**src/rtl/sv_net1_tester_if.sv**
```systemverilog
// Signal bundle between the net tester, its controller and the net under test.
// The tester sits on the slave side: it takes start/abort and the net outputs, and drives everything else.
interface sv_net1_tester_if;
    logic       start;
    logic       abort;
    logic       x;
    logic       y;
    logic       a;
    logic       b;
    logic       c;
    logic       d;
    logic       busy;
    logic       done;
    logic       pass;
    logic [4:0] error_count;
    logic       fail_valid;
    logic [3:0] first_fail;

    modport slave (
        input  start, abort, x, y,
        output a, b, c, d, busy, done, pass, error_count, fail_valid, first_fail
    );

    modport master (
        output start, abort, x, y,
        input  a, b, c, d, busy, done, pass, error_count, fail_valid, first_fail
    );
endinterface

```
**src/rtl/sv_net1_tester.sv**
```systemverilog
// Self-running exhaustive tester for the 4-in/2-out net: steps all 16 vectors,
// waits SETTLE_CYCLES per vector, then checks x/y against the reference function.
module sv_net1_tester #(
    parameter int unsigned SETTLE_CYCLES = 2
) (
    input  logic              clock,
    input  logic              reset,
    sv_net1_tester_if.slave   bus
);
    typedef enum logic [1:0] {IDLE, SETTLE, SAMPLE, DONE} state_t;

    localparam logic [7:0] LP_SETTLE = 8'(SETTLE_CYCLES);
    localparam state_t     LP_FIRST  = (SETTLE_CYCLES == 0) ? SAMPLE : SETTLE;

    state_t     r_state;
    logic [3:0] r_vec;
    logic [7:0] r_cnt;
    logic       r_busy;
    logic       r_done;
    logic       r_pass;
    logic [4:0] r_err;
    logic       r_fail_valid;
    logic [3:0] r_first;

    logic       w_x_exp;
    logic       w_y_exp;
    logic       w_mismatch;
    logic [4:0] w_err_next;
    logic       w_go;

    // r_vec is {a,b,c,d}
    assign w_x_exp    = (r_vec[3] & r_vec[2]) | (~r_vec[3] & ~r_vec[1]) | (r_vec[3] & ~r_vec[0]);
    assign w_y_exp    = r_vec[2];
    assign w_mismatch = (bus.x != w_x_exp) | (bus.y != w_y_exp);
    assign w_err_next = r_err + {4'd0, w_mismatch};
    assign w_go       = bus.start & ((r_state == IDLE) | (r_state == DONE));

    always_ff @(posedge clock or posedge reset) begin
        if (reset) begin
            r_state      <= IDLE;
            r_vec        <= 4'd0;
            r_cnt        <= 8'd0;
            r_busy       <= 1'b0;
            r_done       <= 1'b0;
            r_pass       <= 1'b0;
            r_err        <= 5'd0;
            r_fail_valid <= 1'b0;
            r_first      <= 4'd0;
        end else if (bus.abort) begin
            // partial error results stay visible until the next start
            r_state <= IDLE;
            r_vec   <= 4'd0;
            r_cnt   <= 8'd0;
            r_busy  <= 1'b0;
            r_done  <= 1'b0;
            r_pass  <= 1'b0;
        end else if (w_go) begin
            r_state      <= LP_FIRST;
            r_vec        <= 4'd0;
            r_cnt        <= LP_SETTLE;
            r_busy       <= 1'b1;
            r_done       <= 1'b0;
            r_pass       <= 1'b0;
            r_err        <= 5'd0;
            r_fail_valid <= 1'b0;
            r_first      <= 4'd0;
        end else begin
            case (r_state)
                SETTLE: begin
                    r_cnt <= r_cnt - 8'd1;
                    if (r_cnt == 8'd1) r_state <= SAMPLE;
                end
                SAMPLE: begin
                    r_err <= w_err_next;
                    if (w_mismatch && !r_fail_valid) begin
                        r_first      <= r_vec;
                        r_fail_valid <= 1'b1;
                    end
                    if (r_vec == 4'd15) begin
                        r_state <= DONE;
                        r_vec   <= 4'd0;
                        r_busy  <= 1'b0;
                        r_done  <= 1'b1;
                        r_pass  <= (w_err_next == 5'd0);
                    end else begin
                        r_vec   <= r_vec + 4'd1;
                        r_cnt   <= LP_SETTLE;
                        r_state <= LP_FIRST;
                    end
                end
                default: ;
            endcase
        end
    end

    assign {bus.a, bus.b, bus.c, bus.d} = r_vec;
    assign bus.busy        = r_busy;
    assign bus.done        = r_done;
    assign bus.pass        = r_pass;
    assign bus.error_count = r_err;
    assign bus.fail_valid  = r_fail_valid;
    assign bus.first_fail  = r_first;
endmodule

```
**src/flat_wrapper.sv**
```systemverilog
// flat-port wrapper written by rule: the top's interface ports become plain ports
module sv_net1_tester_flat 
#(
    parameter int unsigned SETTLE_CYCLES = 2
)
  (clock, reset, bus_start, bus_abort, bus_x, bus_y, bus_a, bus_b, bus_c, bus_d, bus_busy, bus_done, bus_pass, bus_error_count, bus_fail_valid, bus_first_fail);
  sv_net1_tester_if bus_i ();
  input  logic clock;
  input  logic reset;
  input wire logic [$bits(bus_i.start)-1:0] bus_start;
  input wire logic [$bits(bus_i.abort)-1:0] bus_abort;
  input wire logic [$bits(bus_i.x)-1:0] bus_x;
  input wire logic [$bits(bus_i.y)-1:0] bus_y;
  output wire logic [$bits(bus_i.a)-1:0] bus_a;
  output wire logic [$bits(bus_i.b)-1:0] bus_b;
  output wire logic [$bits(bus_i.c)-1:0] bus_c;
  output wire logic [$bits(bus_i.d)-1:0] bus_d;
  output wire logic [$bits(bus_i.busy)-1:0] bus_busy;
  output wire logic [$bits(bus_i.done)-1:0] bus_done;
  output wire logic [$bits(bus_i.pass)-1:0] bus_pass;
  output wire logic [$bits(bus_i.error_count)-1:0] bus_error_count;
  output wire logic [$bits(bus_i.fail_valid)-1:0] bus_fail_valid;
  output wire logic [$bits(bus_i.first_fail)-1:0] bus_first_fail;
  assign bus_i.start = bus_start;
  assign bus_i.abort = bus_abort;
  assign bus_i.x = bus_x;
  assign bus_i.y = bus_y;
  assign bus_a = bus_i.a;
  assign bus_b = bus_i.b;
  assign bus_c = bus_i.c;
  assign bus_d = bus_i.d;
  assign bus_busy = bus_i.busy;
  assign bus_done = bus_i.done;
  assign bus_pass = bus_i.pass;
  assign bus_error_count = bus_i.error_count;
  assign bus_fail_valid = bus_i.fail_valid;
  assign bus_first_fail = bus_i.first_fail;
  sv_net1_tester #(.SETTLE_CYCLES(SETTLE_CYCLES)) u_core (.clock(clock), .reset(reset), .bus(bus_i));
endmodule
```
**config.mk**
```make
export PLATFORM = sky130hd
export DESIGN_NAME = sv_net1_tester_flat
export DESIGN_NICKNAME = d
export VERILOG_FILES = /design/src/rtl/sv_net1_tester_if.sv /design/src/rtl/sv_net1_tester.sv /design/src/flat_wrapper.sv
export SDC_FILE = /design/constraint.sdc
export NUM_CORES = 1
export LEC_CHECK = 0
export CAP_MARGIN = 20
export CORE_AREA = 2 2 43 74
export CTS_CLUSTER_SIZE = 28
export DETAILED_ROUTE_END_ITERATION = 8
export DIE_AREA = 0 0 45 76
export DONT_BUFFER_PORTS = 1
export PLACE_DENSITY = 0.66
export SLEW_MARGIN = 20
export SYNTH_ARGS = -nofsm -noshare
export SYNTH_HDL_FRONTEND = slang
export SYNTH_SLANG_ARGS = --single-unit
```
**constraint.sdc**
```tcl
create_clock -name clock -period 5.55 [get_ports clock]
set_input_delay 0.8325 -clock clock [delete_from_list [all_inputs] [get_ports clock]]
set_output_delay 0.8325 -clock clock [all_outputs]
set_load 0.01 [all_outputs]
```
==> metrics.cfg, run 1 <==
[final_layout]
fin_area_um2=1540
fin_nets=177
n_antenna_cell=0
multi_input_area_um2=743
layout-drive-gt1-share=0.0556
fillCellCount=275
synthToLayoutAreaGrowth_pct=3.88
fin_cells=190
ff_latch_area_um2=676

[grt]
grt_overflow=0
grt_use_met3=0.0284
grt_first_pass_wirelength_um=5200
grt_pass1_vias=1183
grt_max_degree=28
grt.met2_usage=0.341
use_met1=0.240
grt_busiest_layer=met2
grt_util_all_layers=0.199
antenna_found_initial=0

[synthesis]
synth_top_cell_area_share=0.456
seq_area_frac_synth=0.456
synth_cells=164
synth_edf_count=0
synth_area_um2=1480
synth-seq-cells=27
synth_common_cells=dfrtp_1 (27), nand2_1 (21), nor2_1 (17)
synth_warnings=0
synth_most_common_cell=dfrtp_1
yosys-top-cells-area=dfrtp_1 (46%), ha_1 (6.8%), nand2_1 (5.3%)
async_flop_share=1.00
ys.flop_type=dfrtp_1
syn_avg_cell_area_um2=9.04
synth_top_area_cell=dfrtp_1
synth_nets=178
synth.distinct_cells=37

[power_and_ir_drop]
fin_total_pwr_mw=0.741
cellPowerDensity_nw_per_um2=481
ir_drop_mv=0.245
power.leakage_nw=0.669

[timing]
fin_skew_ns=0.00239
max_slew.worst_pin.slew_ns=0.752
drv_slew=0
fin_setup_tns_ns=0
hold_viol=0
finalCriticalPeriod_ns=2.75
max_freq_mhz=363
relSlewSlack=0.499
finalHoldWorstSlack_ns=0.494
rsz0062_at_grt=no
fin_crit_sh=0.496
setup_violations=0

[placed_design]
place_inst=186
dp_hpwl_um=2260
io_buffers=0
gp_congestion=0.806
dpl_cell_area_um2=1500

[floorplanning]
start_util=0.518
die_y_um=76
core_area_um2=2860
row_count=26
die_area_um2=3420
die_x_um=45
io_pins=23

[clock_network]
cts_max_level=1
cts_tree=built
cts-hold-fix-buffers=0
cts_sinks=27
cts_resized=0
insertion_delay_ns=0.27
cts_post_setup_buffers_inserted=0
cts.clk_slew.worst_paths_ns=0.09
cts_max_path_buffers=2
root_buffer=clkbuf_8
cts_buffers=3

[drt]
firstDrtPassIters=4
drtIter0Drc=31
routed_wl_um=2990
drc=0
wl_per_cell_um=15.7
vias=1147
vias_per_cell=6.04
ant_nets=0

[flow_run]
maxCapViolCount=0

[setup_path]
arrival_ns=2.95
required_ns=5.75
end_kind=flip-flop
path_class=in2reg
worst-path-max-fanout=4
start_kind=input pin
reg2reg_slack_ns=2.80

[min_path]
hp-class=in2async

[outcome]
status=complete, no violations

-- critical path: stages --
cell,delay (ns)
nand2b_1,0.13
a21boi_0,0.30
or3_1,0.20
ha_1,0.22
ha_1,0.22
and2_1,0.18
a21oi_1,0.07
o32a_1,0.27
or4_1,0.39
a21oi_1,0.13
-- worst paths after layout --
path                       cells past startpoint            start                   endpoint
max                                           10            bus_x            u_core.bus.pass
min                                            1            reset   u_core.bus.first_fail[2]
max reg2reg                                   10  u_core.r_vec[1]            u_core.bus.pass
min reg2reg                                    2  u_core.r_cnt[7]            u_core.r_cnt[7]
max in group asynchronous                      1            reset  u_core.bus.error_count[2]
min in group clock                             2  u_core.r_cnt[7]            u_core.r_cnt[7]
-- sequential cells by signal, summed over array words and instances (netlist names) --
signal / flops
u_core.r_state: 2
u_core.r_vec: 4
u_core.bus.first_fail: 4
u_core.r_cnt: 8
u_core.bus.error_count: 5
u_core.bus.done: 1
u_core.bus.busy: 1
u_core.bus.pass: 1
u_core.bus.fail_valid: 1
-- cell usage in the layout, fill, tap and decap left out, drive strengths merged, types with 4 or more instances in the layout --
cell / count
o21ai: 13
dfrtp: 27
nor2: 17
inv: 11
clkbuf: 4
nand3: 6
a21oi: 12
xor2: 5
nand2: 21
ha: 8
-- cells by family (layout without fill, tap and decap cells) --
kind of cell	Yosys count	after routing	share of synthesized area
and+or+nand+nor	61	61	0.200
muxes	2	2	0.0143
DFF	27	27	0.456
xor gates and xnor gates	8	8	0.0473
AOI/OAI and AO/OA	41	41	0.172
adders and majority gates	8	8	0.0675
buffers and inverters	17	15	0.0430
-- routing by layer --
metal / wire length, µm / up-vias
li1: - / 577
met5: 0 / -
met2: 1640 / 18
met1: 1220 / 547
met3: 83 / 5
met4: 55 / 0
-- per-stage QoR --
stage	utilization	setup WS [ns]
2_1_floorplan	-	2.67
3_3_place_gp	0.522	2.57
3_5_place_dp	0.522	2.51
4_1_cts	0.538	2.81
5_1_grt	0.538	2.49
6_report	0.538	2.80
-- final cells by class --
class / instances / area share
flip-flops and latches: 27 / 0.439
multi-input cells: 120 / 0.483
inverters: 11 / 0.0268
clock buffers: 4 / 0.0292
well taps: 28 / 0.0227
-- power breakdown --
group          internal [mW]  switching, mW  total (mW)
combinational          0.143          0.189       0.332
sequential             0.244         0.0561       0.300
clock                 0.0514         0.0578       0.109
No activity file was read; power rests on OpenSTA's default activity.
==> run 2: changes to the inputs <==
--- a/config.mk
+++ b/config.mk
@@ -11,7 +11,7 @@
 export DETAILED_ROUTE_END_ITERATION = 8
 export DIE_AREA = 0 0 45 76
 export DONT_BUFFER_PORTS = 1
-export PLACE_DENSITY = 0.66
+export PLACE_DENSITY = 0.68
 export SLEW_MARGIN = 20
 export SYNTH_ARGS = -nofsm -noshare
 export SYNTH_HDL_FRONTEND = slang
==> constraint.sdc (replaced) <==
create_clock -name clock -period 2.3 [get_ports clock]
set_input_delay 0.345 -clock clock [delete_from_list [all_inputs] [get_ports clock]]
set_output_delay 0.345 -clock clock [all_outputs]
set_load 0.01 [all_outputs]
==> metrics.cfg, run 2 (synthesis results as in run 1) <==
[outcome]
violations=negative setup slack
status=complete, but fails checks

[setup_path]
crit_top_cell=ha_4
ff2ff_path_depth=10  ; unchanged
cp.depth=10  ; unchanged
critPathTopFamily=simple AND/OR/NAND/NOR gates
crit_path_top_delay_cell=dfrtp_1
required_ns=2.50  ; -3.25 ns
arrival_ns=2.67  ; -0.28 ns
worst-path-max-fanout=5  ; +1
path_buf_inv=0  ; unchanged
reg2reg_slack_ns=-0.17  ; -2.97 ns
start_kind=flip-flop
cp_cell_sequence=a31oi_2, nor2_2, or3_4, ha_4, ha_4, nor2_4, a21oi_2, o32a_1, or4_1, a21oi_1
rr_endpoint=u_core.bus.pass
max_stage_delay_ns=0.44  ; +0.05 ns
path_class=reg2reg
timing.rr.start=u_core.r_vec[3]
end_kind=flip-flop

[power_and_ir_drop]
p_sw_mw=0.782  ; +160%
clkPwrFrac=0.143  ; -0.004
power.share.sequential=0.387  ; -0.018
swShare=0.414  ; +0.00498
cellPowerDensity_nw_per_um2=1110  ; +130%
p_int_mw=1.11  ; +150%
ir_drop_mv=0.782  ; +220%
fin_total_pwr_mw=1.89  ; +160%
power.leakage_nw=0.742  ; +11%
combinationalPowerShare=0.470  ; +0.022

[floorplanning]
io_pins=23  ; unchanged
die_area_um2=3420  ; unchanged
core_area_um2=2860  ; unchanged
die_y_um=76  ; unchanged
die_x_um=45  ; unchanged
row_count=26  ; unchanged
start_util=0.518  ; unchanged

[placed_design]
io_buffers=0  ; unchanged
gp_congestion=0.784  ; -2.7%
place_ws_ns=-0.208  ; -2.72 ns
dp_hpwl_um=2600  ; +15%
dpl_cell_area_um2=1610  ; +7.5%

[clock_network]
cts.clk_slew.worst_paths_ns=0.09  ; about the same
cts_max_path_buffers=2  ; unchanged
root_buffer=clkbuf_8
cts_buffers=3  ; unchanged
insertion_delay_ns=0.27  ; about the same
cts_sinks=27  ; unchanged
cts_max_level=1  ; unchanged
cts_tree=built

[timing]
hold_viol=0  ; unchanged
timing.final.ws_setup_ns=-0.169  ; -2.97 ns
finalCriticalPeriod_ns=2.47
fin_crit_sh=1.07
relSlewSlack=0.597  ; +0.0988
drv_slew=0  ; unchanged
fin_skew_ns=0.00214  ; -0.000251 ns
max_slew.worst_pin.slew_ns=0.598  ; -0.155 ns
setup_violations=1  ; +1
max_freq_mhz=405
finalHoldWorstSlack_ns=0.00580  ; -0.488 ns
rsz0062_at_grt=yes

[final_layout]
synthToLayoutAreaGrowth_pct=14.8
regMostFlops=u_core.r_cnt
layout-drive-gt1-share=0.171  ; +0.116
fin_area_um2=1700  ; +10%
n_antenna_cell=0  ; unchanged
fin_nets=190  ; +7.3%
final_cell_mix=dfrtp_1 (27), nand2_1 (21), nor2_1 (15)
largest_reg_flops=8  ; unchanged
final_common_cell=dfrtp_1

[flow_run]
maxCapViolCount=0  ; unchanged

[grt]
grt_util_all_layers=0.226  ; +0.0269
grt_overflow=0  ; unchanged
grt_pass1_vias=1278  ; +8.0%
grt_max_degree=28  ; unchanged
grt_first_pass_wirelength_um=5840  ; +12%
antenna_found_initial=0  ; unchanged

[drt]
vias=1244  ; +8.5%
firstDrtPassIters=4  ; unchanged
ant_nets=0  ; unchanged
vias_per_cell=6.13  ; +1.5%
drtIter0Drc=55  ; +77%
wl_per_cell_um=17.3  ; +10%
drc=0  ; unchanged
routed_wl_um=3520  ; +18%

[min_path]
hp-class=in2async

-- run 2: cell types whose count changed in the layout (fill, tap and decap cells not counted), sizes merged --
| cell | before | now |
|---|---|---|
| buf | 0 | 13 |
-- run 2: worst max-delay path by stage --
| stage | start | to | slack, ns |
|---|---|---|---|
| floorplan | u_core.r_vec[3] | u_core.bus.pass | -0.21 |
| finish | u_core.r_vec[3] | u_core.bus.pass | -0.17 |
| detailed placement | u_core.r_vec[3] | u_core.bus.pass | -0.21 |
| CTS | u_core.r_vec[1] | u_core.bus.pass | -0.16 |
| global route | u_core.r_vec[3] | u_core.bus.pass | -0.27 |
| global placement | u_core.r_vec[3] | u_core.bus.pass | -0.09 |
-- run 2: worst register-to-register path, delay by kind of cell (launching register included) --
family | cells | cell delay [ns]
AND/OR/NAND/NOR | 4 | 0.93
AO/OA/AOI/OAI | 4 | 0.68
flip-flops | 1 | 0.44
adder cells (fa/ha/maj) | 2 | 0.35
-- run 2: power groups by stage --
| stage | Sequential (mW) | Combinational, mW | Clock (mW) |
|---|---|---|---|
| floorplan | 0.709 | 0.696 | 0 |
| global placement | 0.732 | 0.848 | 0 |
| detailed placement | 0.740 | 0.876 | 0 |
| CTS | 0.731 | 0.888 | 0.278 |
| global route | 0.750 | 1.01 | 0.291 |
| finish | 0.731 | 0.889 | 0.271 |
-- run 2: routing by layer --
metal | routed length [µm] | global-route usage | share of wire | vias up
met3 | 151 | 0.0403 | 0.043 | 11
li1 | - | - | - | 603
met1 | 1330 | 0.246 | 0.38 | 591
met5 | 0 | 0 | 0 | -
met2 | 1970 | 0.406 | 0.56 | 39
met4 | 70 | 0.0853 | 0.020 | 0
-- run 2: repair_timing --
item / 4_1_cts / 5_1_grt
resized for setup: 2 / 5
endpoints found under the setup margin: 1 / 1
pin swaps: 6 / 1
hold buffers: 0 / 0
buffers inserted: 2 / 0
-- run 2: final cells by class --
type | instances | area, µm²
sequential | 27 | 676
fill | 258 | 1160
multi-input combinational | 120 | 807
tap | 28 | 35.0
timing repair buffer | 13 | 97.6
clock buffer | 4 | 45.0
inverter | 11 | 41.3
-- run 2: through the flow --
step	setup TNS, ns	cells	util
finish	-0.169	203	0.594
global route	-0.267	203	0.594
CTS	-0.162	203	0.586
detailed placement	-0.208	197	0.562
global placement	-0.0897	197	0.562
floorplan	-0.205	164	-
==> run 3: changes to the inputs <==
--- a/config.mk
+++ b/config.mk
@@ -7,6 +7,7 @@
 export LEC_CHECK = 0
 export CAP_MARGIN = 20
 export CORE_AREA = 2 2 43 74
+export CTS_BUF_LIST = sky130_fd_sc_hd__clkbuf_2
 export CTS_CLUSTER_SIZE = 28
 export DETAILED_ROUTE_END_ITERATION = 8
 export DIE_AREA = 0 0 45 76
==> metrics.cfg, run 3 (synthesis results as in run 1) <==
[grt]
grt_first_pass_wirelength_um=5820  ; -0.36%
grt_max_degree=28  ; unchanged
grt_pass1_vias=1282  ; +0.31%
grt_overflow=0  ; unchanged
grt_util_all_layers=0.226  ; unchanged
antenna_found_initial=0  ; unchanged

[floorplanning]
io_pins=23  ; unchanged
row_count=26  ; unchanged
die_x_um=45  ; unchanged
die_y_um=76  ; unchanged
core_area_um2=2860  ; unchanged
die_area_um2=3420  ; unchanged
start_util=0.518  ; unchanged

[clock_network]
cts_tree=built
cts.clk_slew.worst_paths_ns=0.26  ; +0.17 ns
insertion_delay_ns=0.37  ; +0.10 ns
root_buffer=clkbuf_2
cts_sinks=27  ; unchanged
cts_max_level=1  ; unchanged
cts_buffers=3  ; unchanged
cts_max_path_buffers=2  ; unchanged

[final_layout]
final_util=0.590  ; -0.00437
fin_cells=205  ; +0.99%
regMostFlops=u_core.r_cnt
fin_nets=192  ; +1.1%
final_cell_mix=dfrtp_1 (27), nand2_1 (21), nor2_1 (15)
fillCellCount=260  ; +0.78%
largest_reg_flops=8  ; unchanged
layout-drive-gt1-share=0.169  ; -0.00194
synthToLayoutAreaGrowth_pct=13.9
n_antenna_cell=0  ; unchanged
final_common_cell=dfrtp_1

[setup_path]
crit_path_top_delay_cell=dfrtp_1
arrival_ns=2.84  ; +0.17 ns
end_kind=flip-flop
required_ns=2.61  ; +0.11 ns
crit_top_cell=ha_4
start_kind=flip-flop
worst-path-max-fanout=5  ; unchanged
max_stage_delay_ns=0.49  ; +0.05 ns
cp_cell_sequence=a31oi_2, nor2_2, or3_4, ha_4, ha_4, nor2_4, a21oi_2, o32a_1, or4_1, a21oi_1
path_class=reg2reg

[timing]
rsz0062_at_grt=yes
finalCriticalPeriod_ns=2.53  ; +0.0620 ns
fin_skew_ns=0.0175  ; +0.0153 ns
fin_crit_sh=1.10  ; +0.0270
drv_slew=0  ; unchanged
max_slew.worst_pin.slew_ns=0.606  ; +0.00785 ns
relSlewSlack=0.592  ; -0.00529
setup_violations=1  ; unchanged
timing.final.ws_setup_ns=-0.231  ; -0.0620 ns
hold_viol=0  ; unchanged
max_freq_mhz=395  ; -2.4%

[placed_design]
place_ws_ns=-0.208  ; unchanged
gp_congestion=0.784  ; unchanged
dp_hpwl_um=2600  ; unchanged
io_buffers=0  ; unchanged
place_inst=197  ; unchanged

[drt]
routed_wl_um=3520  ; about the same
drc=0  ; unchanged
vias_per_cell=6.19  ; +0.93%
firstDrtPassIters=4  ; unchanged
vias=1268  ; +1.9%
wl_per_cell_um=17.2  ; -0.95%
ant_nets=0  ; unchanged
drtIter0Drc=43  ; -22%

[power_and_ir_drop]
fin_total_pwr_mw=1.81  ; -4.5%
cellPowerDensity_nw_per_um2=1070  ; -3.8%
power.leakage_nw=0.743  ; +0.20%
ir_drop_mv=0.652  ; -17%

[flow_run]
maxCapViolCount=0  ; unchanged

[outcome]
status=complete, but fails checks
violations=negative setup slack

[min_path]
hp-class=in2reg

## run 3: layout make-up
type	instances	area, µm²	area share
Tap cell	28	35.0	0.0207
Multi-Input combinational cell	120	800	0.473
Sequential cell	27	676	0.400
Inverter	11	41.3	0.0244
Clock buffer	4	20.0	0.0119
Timing Repair Buffer	15	118	0.0696
## run 3: final timing paths
| path | startpoint | endpoint | slack (ns) | cells past startpoint |
|---|---|---|---|---|
| hold reg to reg | u_core.r_cnt[7] | u_core.r_cnt[7] | 0.58 | 2 |
| setup / recovery | u_core.r_vec[3] | u_core.bus.pass | -0.23 | 10 |
| setup reg to reg | u_core.r_vec[3] | u_core.bus.pass | -0.23 | 10 |
| min in group asynchronous | reset | u_core.r_vec[3] | 0.43 | 3 |
| max in group asynchronous | reset | u_core.bus.error_count[3] | 1.60 | 3 |
| hold / removal | bus_abort | u_core.bus.done | 0.1 | 2 |
## run 3: worst max-delay path, delay by kind of cell (launching register included)
| kind | cells | cell delay, ns |
|---|---|---|
| compound gates | 4 | 0.68 |
| fa+ha+maj | 2 | 0.35 |
| flops | 1 | 0.49 |
| simple gates | 4 | 0.94 |
## run 3: power breakdown
group / leakage, nW / internal, mW / total, mW / switching, mW
Combinational: 0.359 / 0.397 / 0.888 / 0.491
Clock: 0.0166 / 0.0459 / 0.188 / 0.142
Sequential: 0.368 / 0.587 / 0.729 / 0.141
Total: 0.743 / 1.03 / 1.81 / 0.775
## run 3: what timing repair did
item / in CTS / in global routing
hold buffers: 2 / 0
gates resized for setup: 2 / 4
endpoints found under the setup margin: 1 / 1
setup buffers: 2 / 0
endpoints found under the hold margin: 29 / 0
gates cloned: 0 / 0
pin swaps: 6 / 1
## run 3: per-stage QoR
| step | hold WS (ns) | area, µm² | setup TNS [ns] |
|---|---|---|---|
| final | 0.0952 | 1690 | -0.231 |
| after global placement | 0.314 | 1610 | -0.0897 |
| after detailed placement | 0.324 | 1610 | -0.208 |
| after CTS | 0.0949 | 1670 | -0.197 |
| after floorplan | 0.398 | 1520 | -0.205 |
| after global routing | 0.101 | 1690 | -0.315 |
## run 3: per-layer routing
layer / track usage / vias up / routed length [µm]
met2: 0.394 / 50 / 1970
met3: 0.0308 / 11 / 179
met1: 0.254 / 605 / 1270
li1: - / 602 / -
met4: 0.106 / 0 / 96
met5: 0 / - / 0
